--- config.mk ---
export PLATFORM = sky130hd
export DESIGN_NAME = muldiv_seq_flat
export DESIGN_NICKNAME = d
export VERILOG_FILES = /design/src/rtl/muldiv_seq_if.sv /design/src/rtl/muldiv_seq.sv /design/src/flat_wrapper.sv
export SDC_FILE = /design/constraint.sdc
export NUM_CORES = 1
export LEC_CHECK = 0
export CAP_MARGIN = 20
export CORE_MARGIN = 1
export CORE_UTILIZATION = 40
export DETAILED_ROUTE_END_ITERATION = 8
export PLACE_DENSITY_LB_ADDON = 0.05
export SLEW_MARGIN = 0
export SYNTH_ARGS = -nofsm -noshare
export SYNTH_HDL_FRONTEND = slang
export SYNTH_SLANG_ARGS = --single-unit
--- constraint.sdc ---
create_clock -name clk -period 3.69 [get_ports clk]
set_input_delay 0.5535 -clock clk [delete_from_list [all_inputs] [get_ports clk]]
set_output_delay 0.5535 -clock clk [all_outputs]
set_load 0.01 [all_outputs]
--- src/rtl/muldiv_seq_if.sv ---
`default_nettype none
// ----------------------------------------------------------------------------
//  Module   : muldiv_seq_if
//  Purpose  : Pipeline-side bundle for the multi-cycle multiply/divide unit.
//  Revision : 1.0  initial release
// ----------------------------------------------------------------------------
interface muldiv_seq_if #(
   parameter int WIDTH = 32
);
   logic             flush;
   logic             AnyStall;
   logic             Start_ME;
   logic [1:0]       MdOp_ME;
   logic             RdHi_ME;
   logic             RdLo_ME;
   logic [WIDTH-1:0] SrcA_ME;
   logic [WIDTH-1:0] SrcB_ME;
   logic [WIDTH-1:0] MdOut_EX;
   logic             Busy_EX;
   logic             Stall_EX;

   modport master (
      output flush, AnyStall, Start_ME, MdOp_ME, RdHi_ME, RdLo_ME, SrcA_ME, SrcB_ME,
      input  MdOut_EX, Busy_EX, Stall_EX
   );

   modport slave (
      input  flush, AnyStall, Start_ME, MdOp_ME, RdHi_ME, RdLo_ME, SrcA_ME, SrcB_ME,
      output MdOut_EX, Busy_EX, Stall_EX
   );
endinterface
`default_nettype wire

--- src/rtl/muldiv_seq.sv ---
`default_nettype none
// ----------------------------------------------------------------------------
//  Module   : muldiv_seq
//  Purpose  : Iterative MULT/MULTU/DIV/DIVU sequencer owning the HI/LO pair.
//  Revision : 1.0  initial release
// ----------------------------------------------------------------------------
module muldiv_seq #(
   parameter int WIDTH = 32
) (
   input wire          clk,
   input wire          rst_n,
   muldiv_seq_if.slave md
);
   localparam int CW = $clog2(WIDTH);

   typedef enum logic [1:0] {
      S_IDLE = 2'd0,
      S_RUN  = 2'd1,
      S_FIX  = 2'd2
   } state_t;

   state_t           r_state;
   state_t           w_state_nxt;
   logic [CW-1:0]    r_count;
   logic             r_is_div;
   logic             r_is_signed;
   logic             r_sa;
   logic             r_sb;
   logic [WIDTH-1:0] r_ph;
   logic [WIDTH-1:0] r_pl;
   logic [WIDTH-1:0] r_mcand;
   logic [WIDTH-1:0] r_orig_a;
   logic [WIDTH-1:0] r_hi;
   logic [WIDTH-1:0] r_lo;

   logic             w_accept;
   logic             w_signed_in;
   logic             w_sa_in;
   logic             w_sb_in;
   logic [WIDTH-1:0] w_ma_in;
   logic [WIDTH-1:0] w_mb_in;
   logic [WIDTH:0]   w_sum;
   logic [WIDTH:0]   w_shift;
   logic [WIDTH:0]   w_trial;
   logic [WIDTH-1:0] w_ph_step;
   logic [WIDTH-1:0] w_pl_step;
   logic [2*WIDTH-1:0] w_prod;
   logic [2*WIDTH-1:0] w_prod_fix;
   logic             w_neg_q;
   logic [WIDTH-1:0] w_quot;
   logic [WIDTH-1:0] w_rem;
   logic             w_div_zero;
   logic [WIDTH-1:0] w_hi_res;
   logic [WIDTH-1:0] w_lo_res;

   assign w_accept    = (r_state == S_IDLE) & md.Start_ME & ~md.AnyStall & ~md.flush;
   assign w_signed_in = ~md.MdOp_ME[0];
   assign w_sa_in     = w_signed_in & md.SrcA_ME[WIDTH-1];
   assign w_sb_in     = w_signed_in & md.SrcB_ME[WIDTH-1];
   assign w_ma_in     = w_sa_in ? -md.SrcA_ME : md.SrcA_ME;
   assign w_mb_in     = w_sb_in ? -md.SrcB_ME : md.SrcB_ME;

   always_ff @(posedge clk or negedge rst_n) begin
      if (!rst_n) begin
         r_state <= S_IDLE;
      end else begin
         r_state <= w_state_nxt;
      end
   end

   always_comb begin
      w_state_nxt = r_state;
      unique case (r_state)
         S_IDLE: if (w_accept) w_state_nxt = S_RUN;
         S_RUN: begin
            if (md.flush) begin
               w_state_nxt = S_IDLE;
            end else if (r_count == '0) begin
               w_state_nxt = S_FIX;
            end
         end
         S_FIX:   w_state_nxt = S_IDLE;
         default: w_state_nxt = S_IDLE;
      endcase
   end

   // One iteration: shift-add for multiply (r_ph:r_pl is the product window),
   // restoring step for divide (r_ph remainder, r_pl dividend/quotient).
   always_comb begin
      w_sum   = {1'b0, r_ph} + (r_pl[0] ? {1'b0, r_mcand} : '0);
      w_shift = {r_ph, r_pl[WIDTH-1]};
      w_trial = w_shift - {1'b0, r_mcand};
      if (r_is_div) begin
         w_ph_step = w_trial[WIDTH] ? w_shift[WIDTH-1:0] : w_trial[WIDTH-1:0];
         w_pl_step = {r_pl[WIDTH-2:0], ~w_trial[WIDTH]};
      end else begin
         w_ph_step = w_sum[WIDTH:1];
         w_pl_step = {w_sum[0], r_pl[WIDTH-1:1]};
      end
   end

   // Sign fix-up; remainder follows the dividend so division truncates toward zero.
   always_comb begin
      w_prod     = {r_ph, r_pl};
      w_neg_q    = r_is_signed & (r_sa ^ r_sb);
      w_prod_fix = w_neg_q ? -w_prod : w_prod;
      w_quot     = w_neg_q ? -r_pl : r_pl;
      w_rem      = (r_is_signed & r_sa) ? -r_ph : r_ph;
      w_div_zero = (r_mcand == '0);
      if (!r_is_div) begin
         w_hi_res = w_prod_fix[2*WIDTH-1:WIDTH];
         w_lo_res = w_prod_fix[WIDTH-1:0];
      end else if (w_div_zero) begin
         w_hi_res = r_orig_a;
         w_lo_res = '1;
      end else begin
         w_hi_res = w_rem;
         w_lo_res = w_quot;
      end
   end

   always_ff @(posedge clk or negedge rst_n) begin
      if (!rst_n) begin
         r_count     <= '0;
         r_is_div    <= 1'b0;
         r_is_signed <= 1'b0;
         r_sa        <= 1'b0;
         r_sb        <= 1'b0;
         r_ph        <= '0;
         r_pl        <= '0;
         r_mcand     <= '0;
         r_orig_a    <= '0;
      end else if (w_accept) begin
         r_count     <= CW'(WIDTH - 1);
         r_is_div    <= md.MdOp_ME[1];
         r_is_signed <= w_signed_in;
         r_sa        <= w_sa_in;
         r_sb        <= w_sb_in;
         r_ph        <= '0;
         r_pl        <= w_ma_in;
         r_mcand     <= w_mb_in;
         r_orig_a    <= md.SrcA_ME;
      end else if (r_state == S_RUN) begin
         r_count <= r_count - CW'(1);
         r_ph    <= w_ph_step;
         r_pl    <= w_pl_step;
      end
   end

   // A flush landing on the FIX cycle still discards the result.
   always_ff @(posedge clk or negedge rst_n) begin
      if (!rst_n) begin
         r_hi <= '0;
         r_lo <= '0;
      end else if ((r_state == S_FIX) && !md.flush) begin
         r_hi <= w_hi_res;
         r_lo <= w_lo_res;
      end
   end

   assign md.MdOut_EX = md.RdHi_ME ? r_hi : r_lo;
   assign md.Busy_EX  = (r_state == S_RUN) || (r_state == S_FIX);
   assign md.Stall_EX = md.Busy_EX & (md.Start_ME | md.RdHi_ME | md.RdLo_ME);

endmodule
`default_nettype wire

--- src/flat_wrapper.sv ---
// flat-port wrapper written by rule: the top's interface ports become plain ports
module muldiv_seq_flat 
#(
   parameter int WIDTH = 32
)
  (clk, rst_n, md_flush, md_AnyStall, md_Start_ME, md_MdOp_ME, md_RdHi_ME, md_RdLo_ME, md_SrcA_ME, md_SrcB_ME, md_MdOut_EX, md_Busy_EX, md_Stall_EX);
  muldiv_seq_if #(.WIDTH(WIDTH)) md_i ();
  input wire clk;
  input wire rst_n;
  input wire logic [$bits(md_i.flush)-1:0] md_flush;
  input wire logic [$bits(md_i.AnyStall)-1:0] md_AnyStall;
  input wire logic [$bits(md_i.Start_ME)-1:0] md_Start_ME;
  input wire logic [$bits(md_i.MdOp_ME)-1:0] md_MdOp_ME;
  input wire logic [$bits(md_i.RdHi_ME)-1:0] md_RdHi_ME;
  input wire logic [$bits(md_i.RdLo_ME)-1:0] md_RdLo_ME;
  input wire logic [$bits(md_i.SrcA_ME)-1:0] md_SrcA_ME;
  input wire logic [$bits(md_i.SrcB_ME)-1:0] md_SrcB_ME;
  output wire logic [$bits(md_i.MdOut_EX)-1:0] md_MdOut_EX;
  output wire logic [$bits(md_i.Busy_EX)-1:0] md_Busy_EX;
  output wire logic [$bits(md_i.Stall_EX)-1:0] md_Stall_EX;
  assign md_i.flush = md_flush;
  assign md_i.AnyStall = md_AnyStall;
  assign md_i.Start_ME = md_Start_ME;
  assign md_i.MdOp_ME = md_MdOp_ME;
  assign md_i.RdHi_ME = md_RdHi_ME;
  assign md_i.RdLo_ME = md_RdLo_ME;
  assign md_i.SrcA_ME = md_SrcA_ME;
  assign md_i.SrcB_ME = md_SrcB_ME;
  assign md_MdOut_EX = md_i.MdOut_EX;
  assign md_Busy_EX = md_i.Busy_EX;
  assign md_Stall_EX = md_i.Stall_EX;
  muldiv_seq #(.WIDTH(WIDTH)) u_core (.clk(clk), .rst_n(rst_n), .md(md_i));
endmodule
==> flow_summary.ini, run 1 <==
[worst_setup_path]
cp_slowest_cell = dfrtp_1
cp-startpoint = u_core.r_ph[0]
endpoint_kind = register
crit_required_ns = 4.11
arrival_ns = 3.93
critPathKind = reg -> reg
r2r_start = u_core.r_ph[0]
cpMostUsedCell = a21oi_1
path_cells = inv_1 -> fa_1 -> nand2b_1 -> a21oi_1 -> o21ai_1 -> o31a_4 -> a211oi_4 -> nor2_2 -> xnor2_2 -> buf_4 -> a21oi_1 -> o21ai_0
startpoint_type = register
worstPathMaxFanout = 7
max_stage_delay_ns = 0.48

[sta]
maxSlewHeadroom_pct = 27.9
timing.fmax_ghz = 0.285
tightest_slew_ns = 1.08
period_share_pct = 95.2
slew_viol_final = 0
skew_ns = 0.0254
setup_viol = 0
finalCriticalPeriod_ns = 3.51
setup_tns_ns = 0
hold_viol = 0
worst_slack_ns = 0.178

[routing]
drc_errors = 0
first_pass_iters = 5
first_iter_violations = 1415
wirelength_um = 62200
post_drt_wl_per_cell_um = 22.6
vias = 16100
ant_nets = 0
vias_per_cell = 5.83

[logic_synthesis]
netlist_instances = 2123
synth_flop_cell = dfrtp_1
synth-edff-count = 0
synth.most_common_cell = nand2_1
avgSynthCellArea_um2 = 7.84
synth_area_leader_cell = dfrtp_1
syn-num-nets = 2271
synth.cell_area_mm2 = 0.0166
ys_ff_latch = 203
ys_top_cells_by_area = dfrtp_1, nand2_1, a21oi_1
synth_async_sr_flop_share_pct = 100
yosys_warnings = 0
yosysSeqAreaShare_pct = 30.5
yosysTopAreaCellShare_pct = 30.5
synthDistinctLibCells = 84
synthTopCellsByCount = nand2_1, nor2_1, a21oi_1, dfrtp_1, o21ai_0

[power_and_ir_drop]
power_density_mw_per_mm2 = 1040
power.leakage_nw = 8.32
design_power_total_mw = 20.2
vdd_drop_max_uv = 466

[cells_and_area]
n_antenna_cell = 0
drive_gt1_share_pct = 9.48
fillers = 4115
finalInstanceArea_mm2 = 0.0195
nNetsFinal = 2354
area_growth_pct = 17.4

[floorplan]
die-height_um = 206
core_mm2 = 0.0409
dieArea_mm2 = 0.0424
core.rowCount = 74
dieWidth_um = 206
io_pins = 107
start_util_pct = 40.7

[clocking]
clock_latency_ns = 0.57
hold_buffers = 0
cts.clk_slew.worst_paths_ns = 0.06
clock-sinks = 203
cts.htree.levels = 1
clock_path_buffers = 3
cts_made_buffers = 26
cts-root-buf = clkbuf_16
cts_tree = done

[global_routing]
grt_pass1_wl_um = 95500
grtUsageTotal_pct = 29.6
grt_max_degree = 83
grt_pass1_vias = 15500
grt-ovfl-total = 0
antenna_found_initial = 0

[placed_design]
gp_congestion = 0.950
placed_area_mm2 = 0.0186
io_buffers = 106
pre_cts_ws_ns = 0.179
hpwl_um = 47900

[outcome]
status = complete, no violations

[job]
cap_violations = 0

[worst_hold_path]
min_path_type = in -> async
-- layer usage --
layer  vias to the layer above  GRT usage [%]  part of all wire (%)
li1                       7688              -                     -
met1                      7784           44.3                    49
met2                       501           44.1                    42
met3                        88           4.04                   6.2
met4                         0           8.38                   2.9
met5                         -              0                     0
-- cells by family (layout without fill, tap and decap cells) --
logic type,count (synthesis),in the layout,share of synthesized area [%]
mux,80,80,5.10
fa+ha+maj,75,75,5.73
compound gates,629,629,23.2
simple gates,718,718,19.7
flops,203,203,30.5
buf+inv,215,317,5.01
xor+xnor,203,203,10.7
-- layout by cell type (no fill, tap or decap), drive strengths merged, types with 6 or more instances in the layout --
cell type,n
nand2,287
nor2,216
a21oi,205
dfrtp,203
o21ai,187
xnor2,117
clkdlybuf4s50,104
buf,93
xor2,86
ha,73
inv,71
o211ai,49
mux2i,42
nor3,42
mux2,38
a211oi,34
clkbuf,34
a21o,27
nor4,26
nand2b,22
nand3,21
nand4,19
o31ai,19
and3,18
a31oi,15
o41ai,12
nor2b,12
and2,10
o21a,10
o221ai,10
clkinv,10
or4,9
or3,9
or2,7
a311oi,6
a21boi,6
-- where the power goes --
part	switching [mW]	internal (mW)	leakage (nW)
logic	7.83	5.26	5.43
clock network	1.08	1.55	0.432
registers	1.21	3.32	2.45
-- final timing paths --
kind | endpoint | slack [ns] | cells past startpoint
worst max-delay path | u_core.r_pl[0] | 0.18 | 12
worst min-delay path | u_core.r_ph[24] | 0.02 | 1
worst max register to register | u_core.r_pl[0] | 0.18 | 12
worst min register to register | u_core.r_hi[3] | 0.48 | 2
max in group asynchronous | u_core.r_pl[6] | 2.82 | 2
min in group clk | u_core.r_hi[3] | 0.48 | 2
-- worst max-delay path: cells and delay by family, from the launching register on --
kind	cells	cell delay, ns
DFF	1	0.48
and+or+nand+nor	2	0.31
adders and majority gates	1	0.45
buffers and inverters	2	0.39
AOI/OAI and AO/OA	6	1.50
xor gates and xnor gates	1	0.23
-- stage by stage --
step,hold slack (ns),std cells,utilization (%)
2_1_floorplan,0.258,2123,-
3_3_place_gp,0.456,2707,45.5
3_5_place_dp,0.459,2707,45.5
4_1_cts,0.0993,2754,47.6
5_1_grt,0.0997,2757,47.7
6_report,0.0232,2757,47.7
-- sequential cells by signal (all words and copies together) (netlist names) --
signal	count
u_core.r_sa	1
u_core.r_count	5
u_core.r_mcand	32
u_core.r_orig_a	32
u_core.r_pl	32
u_core.r_hi	32
u_core.r_is_signed	1
u_core.r_state	2
u_core.r_sb	1
u_core.r_ph	32
u_core.r_is_div	1
u_core.r_lo	32
-- repair_timing --
action | 4_1_cts | 5_1_grt
resized for setup | 0 | 5
buffers inserted | 0 | 3
setup endpoints to repair | 0 | 6
-- final cells by class --
| class | instances | area (um^2) | share of cell area, % |
|---|---|---|---|
| Tap cell | 532 | 666 | 3.41 |
| Timing Repair Buffer | 198 | 1830 | 9.35 |
| Sequential cell | 203 | 5080 | 26.0 |
| Inverter | 72 | 270 | 1.38 |
| Multi-Input combinational cell | 1705 | 10800 | 55.3 |
| Clock inverter | 14 | 143 | 0.731 |
| Clock buffer | 33 | 737 | 3.77 |
Note: power is estimated with default switching activity, not from simulation.
==> run 2, diff against run 1 <==
--- a/config.mk
+++ b/config.mk
@@ -5,6 +5,7 @@
 export SDC_FILE = /design/constraint.sdc
 export NUM_CORES = 1
 export LEC_CHECK = 0
+export ABC_AREA = 1
 export CAP_MARGIN = 20
 export CORE_MARGIN = 1
 export CORE_UTILIZATION = 40
==> constraint.sdc (replaced) <==
create_clock -name clk -period 3.69 [get_ports clk]
set_input_delay 0.5535 -clock clk [delete_from_list [all_inputs] [get_ports clk]]
set_output_delay 0.5535 -clock clk [all_outputs]
set_load 0.005 [all_outputs]
==> flow_summary.ini, run 2 <==
[outcome]
status = finished with violations
failed_checks = DRC, hold timing

[floorplan]
dieArea_mm2 = 0.0485
dieWidth_um = 220
start_util_pct = 40.7
core_mm2 = 0.0468
core.rowCount = 79
io_pins = 107
die-height_um = 220

[clocking]
cts_made_buffers = 27
cts.clk_slew.worst_paths_ns = 0.07
cts_setup_buffers = 0
clock_latency_ns = 0.60
cts_tree = done
cts-resized-gates = 0
clock_path_buffers = 3
clock-sinks = 203
cts-root-buf = clkbuf_16
cts.htree.levels = 1
hold_buffers = 0

[sta]
slew_viol_final = 0
finalCriticalPeriod_ns = 3.32
tightest_slew_ns = 0.983
grt_setup_unrepaired = no
timing.fmax_ghz = 0.301
hold_viol = 2
setup_viol = 0
skew_ns = 0.0253
period_share_pct = 89.9
fin_hold_ws_ns = -0.00720
maxSlewHeadroom_pct = 34.2
setup_tns_ns = 0

[worst_setup_path]
arrival_ns = 3.83
crit_required_ns = 4.21
startpoint_type = register
rr_worst_depth = 18
cp_slowest_cell = dfrtp_1
endpoint_kind = register
path_cells = clkinv_1 -> ha_1 -> fa_1 -> inv_1 -> nand2_1 -> nand2_1 -> nand3_1 -> nand2_1 -> nand2_2 -> nand2_4 -> nand2_4 -> nand2_4 -> nand2_4 -> nand2_4 -> nand3_1 -> nand3_1 -> nand2_1 -> nand2_1
max_stage_delay_ns = 0.46
worstPathMaxFanout = 24
critPathKind = reg -> reg

[logic_synthesis]
synth_area_leader_cell = dfrtp_1
synthDistinctLibCells = 54
synth.most_common_cell = nand2_1
ys_top_cells_by_area = dfrtp_1, nand2_1, inv_1
synth_async_sr_flop_share_pct = 100
yosys_warnings = 0
ys_ff_latch = 203
netlist_instances = 3175
synth.cell_area_mm2 = 0.0190
avgSynthCellArea_um2 = 5.99
yosysTopAreaCellShare_pct = 26.7
syn-num-nets = 3323
synth_flop_cell = dfrtp_1
synth-edff-count = 0
synthTopCellsByCount = nand2_1, inv_1, nor2_1, nand3_1, o21ai_0
yosysSeqAreaShare_pct = 26.7

[placed_design]
hpwl_um = 65300
gp_congestion = 0.996
io_buffers = 106

[routing]
first_iter_violations = 2606
drc_errors = 4
vias = 21400
ant_nets = 0
post_drt_wl_per_cell_um = 21.4
wirelength_um = 83000
vias_per_cell = 5.54
first_pass_iters = 8

[cells_and_area]
nNetsFinal = 3397
fillers = 5066
most-common-layout-cells = nand2_1, inv_1, nor2_1
n_antenna_cell = 0
final_common_cell = nand2_1
area_growth_pct = 13.8
drive_gt1_share_pct = 4.56

[global_routing]
grt_pass1_wl_um = 122000
grt-ovfl-total = 0
grt_pass1_vias = 19500
antenna_found_initial = 2
grtUsageTotal_pct = 34.1
grt_max_degree = 100

[power_and_ir_drop]
design_power_total_mw = 21.6
power_density_mw_per_mm2 = 997
power.leakage_nw = 10.9
vdd_drop_max_uv = 567

[job]
cap_violations = 0

[worst_hold_path]
min_path_type = in -> async
[run 2: cell types whose count changed in the layout (fill, tap and decap cells not counted), sizes merged, moves of 42 or more]
cell	delta
xnor2	-97
nand3	+247
nor2	+163
mux2i	-42
nand2	+699
a21oi	-45
o21ai	+43
inv	+385
buf	-47
[run 2: cell type report]
type	count	area, um^2	share of cell area [%]
clock inverter	10	149	0.687
clock buffer	37	753	3.48
timing repair buffer	150	1430	6.60
multi-input combinational	2407	11800	54.3
tap	607	759	3.51
inverter	460	1730	7.97
sequential	203	5080	23.5
[run 2: final timing paths]
kind	slack (ns)	from	end
worst max-delay path	0.37	u_core.r_pl[31]	u_core.r_ph[23]
worst min-delay path	-0.007	rst_n	u_core.r_mcand[31]
worst max register to register	0.37	u_core.r_pl[31]	u_core.r_ph[23]
worst min register to register	0.49	u_core.r_count[4]	u_core.r_count[4]
max in group asynchronous	2.74	rst_n	u_core.r_hi[13]
min in group clk	0.49	u_core.r_count[4]	u_core.r_count[4]
[run 2: power by group]
part | total, mW | internal [mW] | leakage [nW] | switching, mW
clock | 2.79 | 1.64 | 0.437 | 1.16
combinational | 13.8 | 4.44 | 8.14 | 9.38
sequential | 4.98 | 3.30 | 2.37 | 1.68
[run 2: through the flow]
stage,cells,worst slack [ns],area (um^2),util (%),hold slack (ns)
after floorplan,3175,1.10,19000,-,0.258
after global placement,3827,0.459,20800,44.4,0.482
after detailed placement,3827,0.419,20800,44.4,0.482
after CTS,3874,0.361,21700,46.3,0.0324
after global routing,3874,0.154,21700,46.3,0.0909
final,3874,0.372,21700,46.3,-0.00720
[run 2: routing by layer]
metal / track usage [%] / share of wire [%] / vias up
met5: 0 / 0.016 / -
met4: 10.2 / 3.2 / 2
met3: 9.13 / 11 / 121
met2: 44.9 / 37 / 1045
met1: 52.6 / 48 / 9965
li1: - / - / 10300
[run 2: logic make-up after synthesis]
family,synth area share (%)
buf+inv,11.6
compound gates,14.4
simple gates,38.5
xor+xnor,3.87
flops,26.7
fa+ha+maj,5.01
[run 2: critical path, delay by kind of cell (launching register included)]
kind,cells,cell delay (ns)
fa+ha+maj,2,0.73
buf+inv,2,0.46
simple gates,14,1.59
flops,1,0.46
==> run 3, diff against run 2 <==
--- a/config.mk
+++ b/config.mk
@@ -10,8 +10,9 @@
 export CORE_MARGIN = 1
 export CORE_UTILIZATION = 40
 export DETAILED_ROUTE_END_ITERATION = 8
+export DONT_BUFFER_PORTS = 1
 export PLACE_DENSITY_LB_ADDON = 0.05
-export SLEW_MARGIN = 0
+export SLEW_MARGIN = 25
 export SYNTH_ARGS = -nofsm -noshare
 export SYNTH_HDL_FRONTEND = slang
 export SYNTH_SLANG_ARGS = --single-unit
==> flow_summary.ini, run 3 (synthesis gave the netlist of run 2 again) <==
[worst_hold_path]
min_path_type = in -> async

[clocking]
cts_made_buffers = 28
cts_tree = done
cts_setup_buffers = 0
cts.htree.levels = 1
cts-root-buf = clkbuf_16
clock_latency_ns = 0.59
clock-sinks = 203
cts.clk_slew.worst_paths_ns = 0.07
cts-resized-gates = 0
clock_path_buffers = 3

[routing]
post_drt_wl_per_cell_um = 22.7
first_pass_iters = 8
ant_nets = 0
first_iter_violations = 2527
drc_errors = 4
wirelength_um = 85400
vias_per_cell = 5.64
vias = 21200

[global_routing]
grt_pass1_wl_um = 125000
antenna_found_initial = 2
use_met1_pct = 55.8
grtUsageTotal_pct = 34.9
grt_util_met2_pct = 46.5
grt_max_degree = 204
use_met3_pct = 7.73
grt-ovfl-total = 0
grt_pass1_vias = 19400
grt-busiest-layer = met1

[power_and_ir_drop]
sw_frac_of_total_pct = 57.1
power.share.clock_pct = 13.9
combPwrFrac_pct = 63.2
power.leakage_nw = 10.5
pwr-share-seq_pct = 22.9
power_density_mw_per_mm2 = 1050
p_int_mw = 9.27
design_power_total_mw = 21.6
power.switching_mw = 12.3
vdd_drop_max_uv = 821

[cells_and_area]
nNetsFinal = 3285
drive_gt1_share_pct = 4.65
fillers = 5183
most-common-layout-cells = nand2_1, inv_1, nor2_1
area_growth_pct = 8.50
final_cells = 3765
fin_util_pct = 44.2
final_common_cell = nand2_1
finalInstanceArea_mm2 = 0.0207
n_antenna_cell = 0

[sta]
grt_setup_unrepaired = no
maxSlewHeadroom_pct = 32.7
setup_viol = 0
skew_ns = 0.0149
slew_viol_final = 0
fin_hold_ws_ns = -0.347
timing.fmax_ghz = 0.325
tightest_slew_ns = 1.01
finalCriticalPeriod_ns = 3.07
hold_viol = 203
period_share_pct = 83.3
setup_tns_ns = 0

[floorplan]
die-height_um = 220
dieArea_mm2 = 0.0485
core_mm2 = 0.0468
start_util_pct = 40.7
core.rowCount = 79
dieWidth_um = 220
io_pins = 107

[worst_setup_path]
worstPathMaxFanout = 24
reg2reg_to = u_core.r_ph[23]
crit_required_ns = 4.21
endpoint_kind = register
path_buf_inv = 2
startpoint_type = register
arrival_ns = 3.59
critPathKind = reg -> reg
r2r_start = u_core.r_pl[31]
r2r_setup_slack_ns = 0.62
cp_slowest_cell = dfrtp_1
cp_top_family = simple AND/OR/NAND/NOR gates
path_cells = clkinv_1 -> ha_1 -> fa_1 -> inv_1 -> nand2_1 -> nand2_1 -> nand3_1 -> nand2_1 -> nand2_2 -> nand2_4 -> nand2_4 -> nand2_4 -> nand2_4 -> nand2_4 -> nand3_1 -> nand3_1 -> nand2_1 -> nand2_1
max_stage_delay_ns = 0.43
rr_worst_depth = 18

[outcome]
failed_checks = DRC, hold timing
status = finished with violations

[placed_design]
hpwl_um = 66500
placed_area_mm2 = 0.0196
io_buffers = 0
dp_cells = 3714
gp_congestion = 1.01

[job]
cap_violations = 0
run 3: cell types whose count changed in the layout (fill, tap and decap cells not counted), sizes merged:
| cell | delta |
|---|---|
| buf | -9 |
| clkinv | +3 |
| bufinv | +1 |
| clkdlybuf4s50 | -104 |
| clkbuf | +1 |
| clkinvlp | -1 |
run 3: worst max-delay path by stage:
stage	start	endpoint	slack, ns	cells after the start
finish	u_core.r_pl[31]	u_core.r_ph[23]	0.62	18
floorplan	u_core.r_pl[0]	u_core.r_ph[27]	1.10	19
global placement	u_core.r_pl[31]	u_core.r_ph[29]	0.68	17
global route	u_core.r_pl[31]	u_core.r_ph[29]	0.40	18
CTS	u_core.r_pl[31]	u_core.r_ph[21]	0.67	18
detailed placement	u_core.r_pl[31]	u_core.r_ph[21]	0.67	18
run 3: power by group through the flow:
| stage | registers, mW | logic, mW | clock network [mW] |
|---|---|---|---|
| 4_1_cts | 4.83 | 13.3 | 3.04 |
| 5_1_grt | 4.98 | 15.0 | 3.11 |
| 3_5_place_dp | 4.86 | 13.2 | 0 |
| 2_1_floorplan | 4.00 | 9.34 | 0 |
| 6_report | 4.95 | 13.6 | 3.01 |
| 3_3_place_gp | 4.83 | 13.2 | 0 |
run 3: cell type report:
type / instances / area (um^2) / share of cell area, %
Sequential cell: 203 / 5080 / 24.6
Clock buffer: 38 / 808 / 3.91
Clock inverter: 13 / 194 / 0.939
Tap cell: 607 / 759 / 3.68
Multi-Input combinational cell: 2407 / 11800 / 57.0
Inverter: 460 / 1730 / 8.36
Timing Repair Buffer: 37 / 315 / 1.53
run 3: stage by stage:
step	hold slack (ns)	worst slack, ns
finish	-0.347	0.617
global route	-0.360	0.398
CTS	-0.360	0.667
detailed placement	0.266	0.670
global placement	0.263	0.682
floorplan	0.258	1.10
run 3: worst reg2reg max path: stages, from the launching register on:
cell      delay (ns)
dfrtp_1         0.43
clkinv_1        0.29
ha_1            0.33
fa_1            0.37
inv_1           0.11
nand2_1         0.08
nand2_1         0.08
nand3_1         0.06
nand2_1         0.12
nand2_2         0.08
nand2_4         0.09
nand2_4         0.07
nand2_4         0.08
nand2_4         0.07
nand2_4         0.25
nand3_1         0.19
nand3_1         0.18
nand2_1         0.07
nand2_1         0.06
run 3: routing by layer:
layer | routed length [um] | vias up
li1 | - | 10100
met5 | 0 | -
met2 | 32500 | 1003
met3 | 9150 | 89
met1 | 42000 | 10100
met4 | 1720 | 0
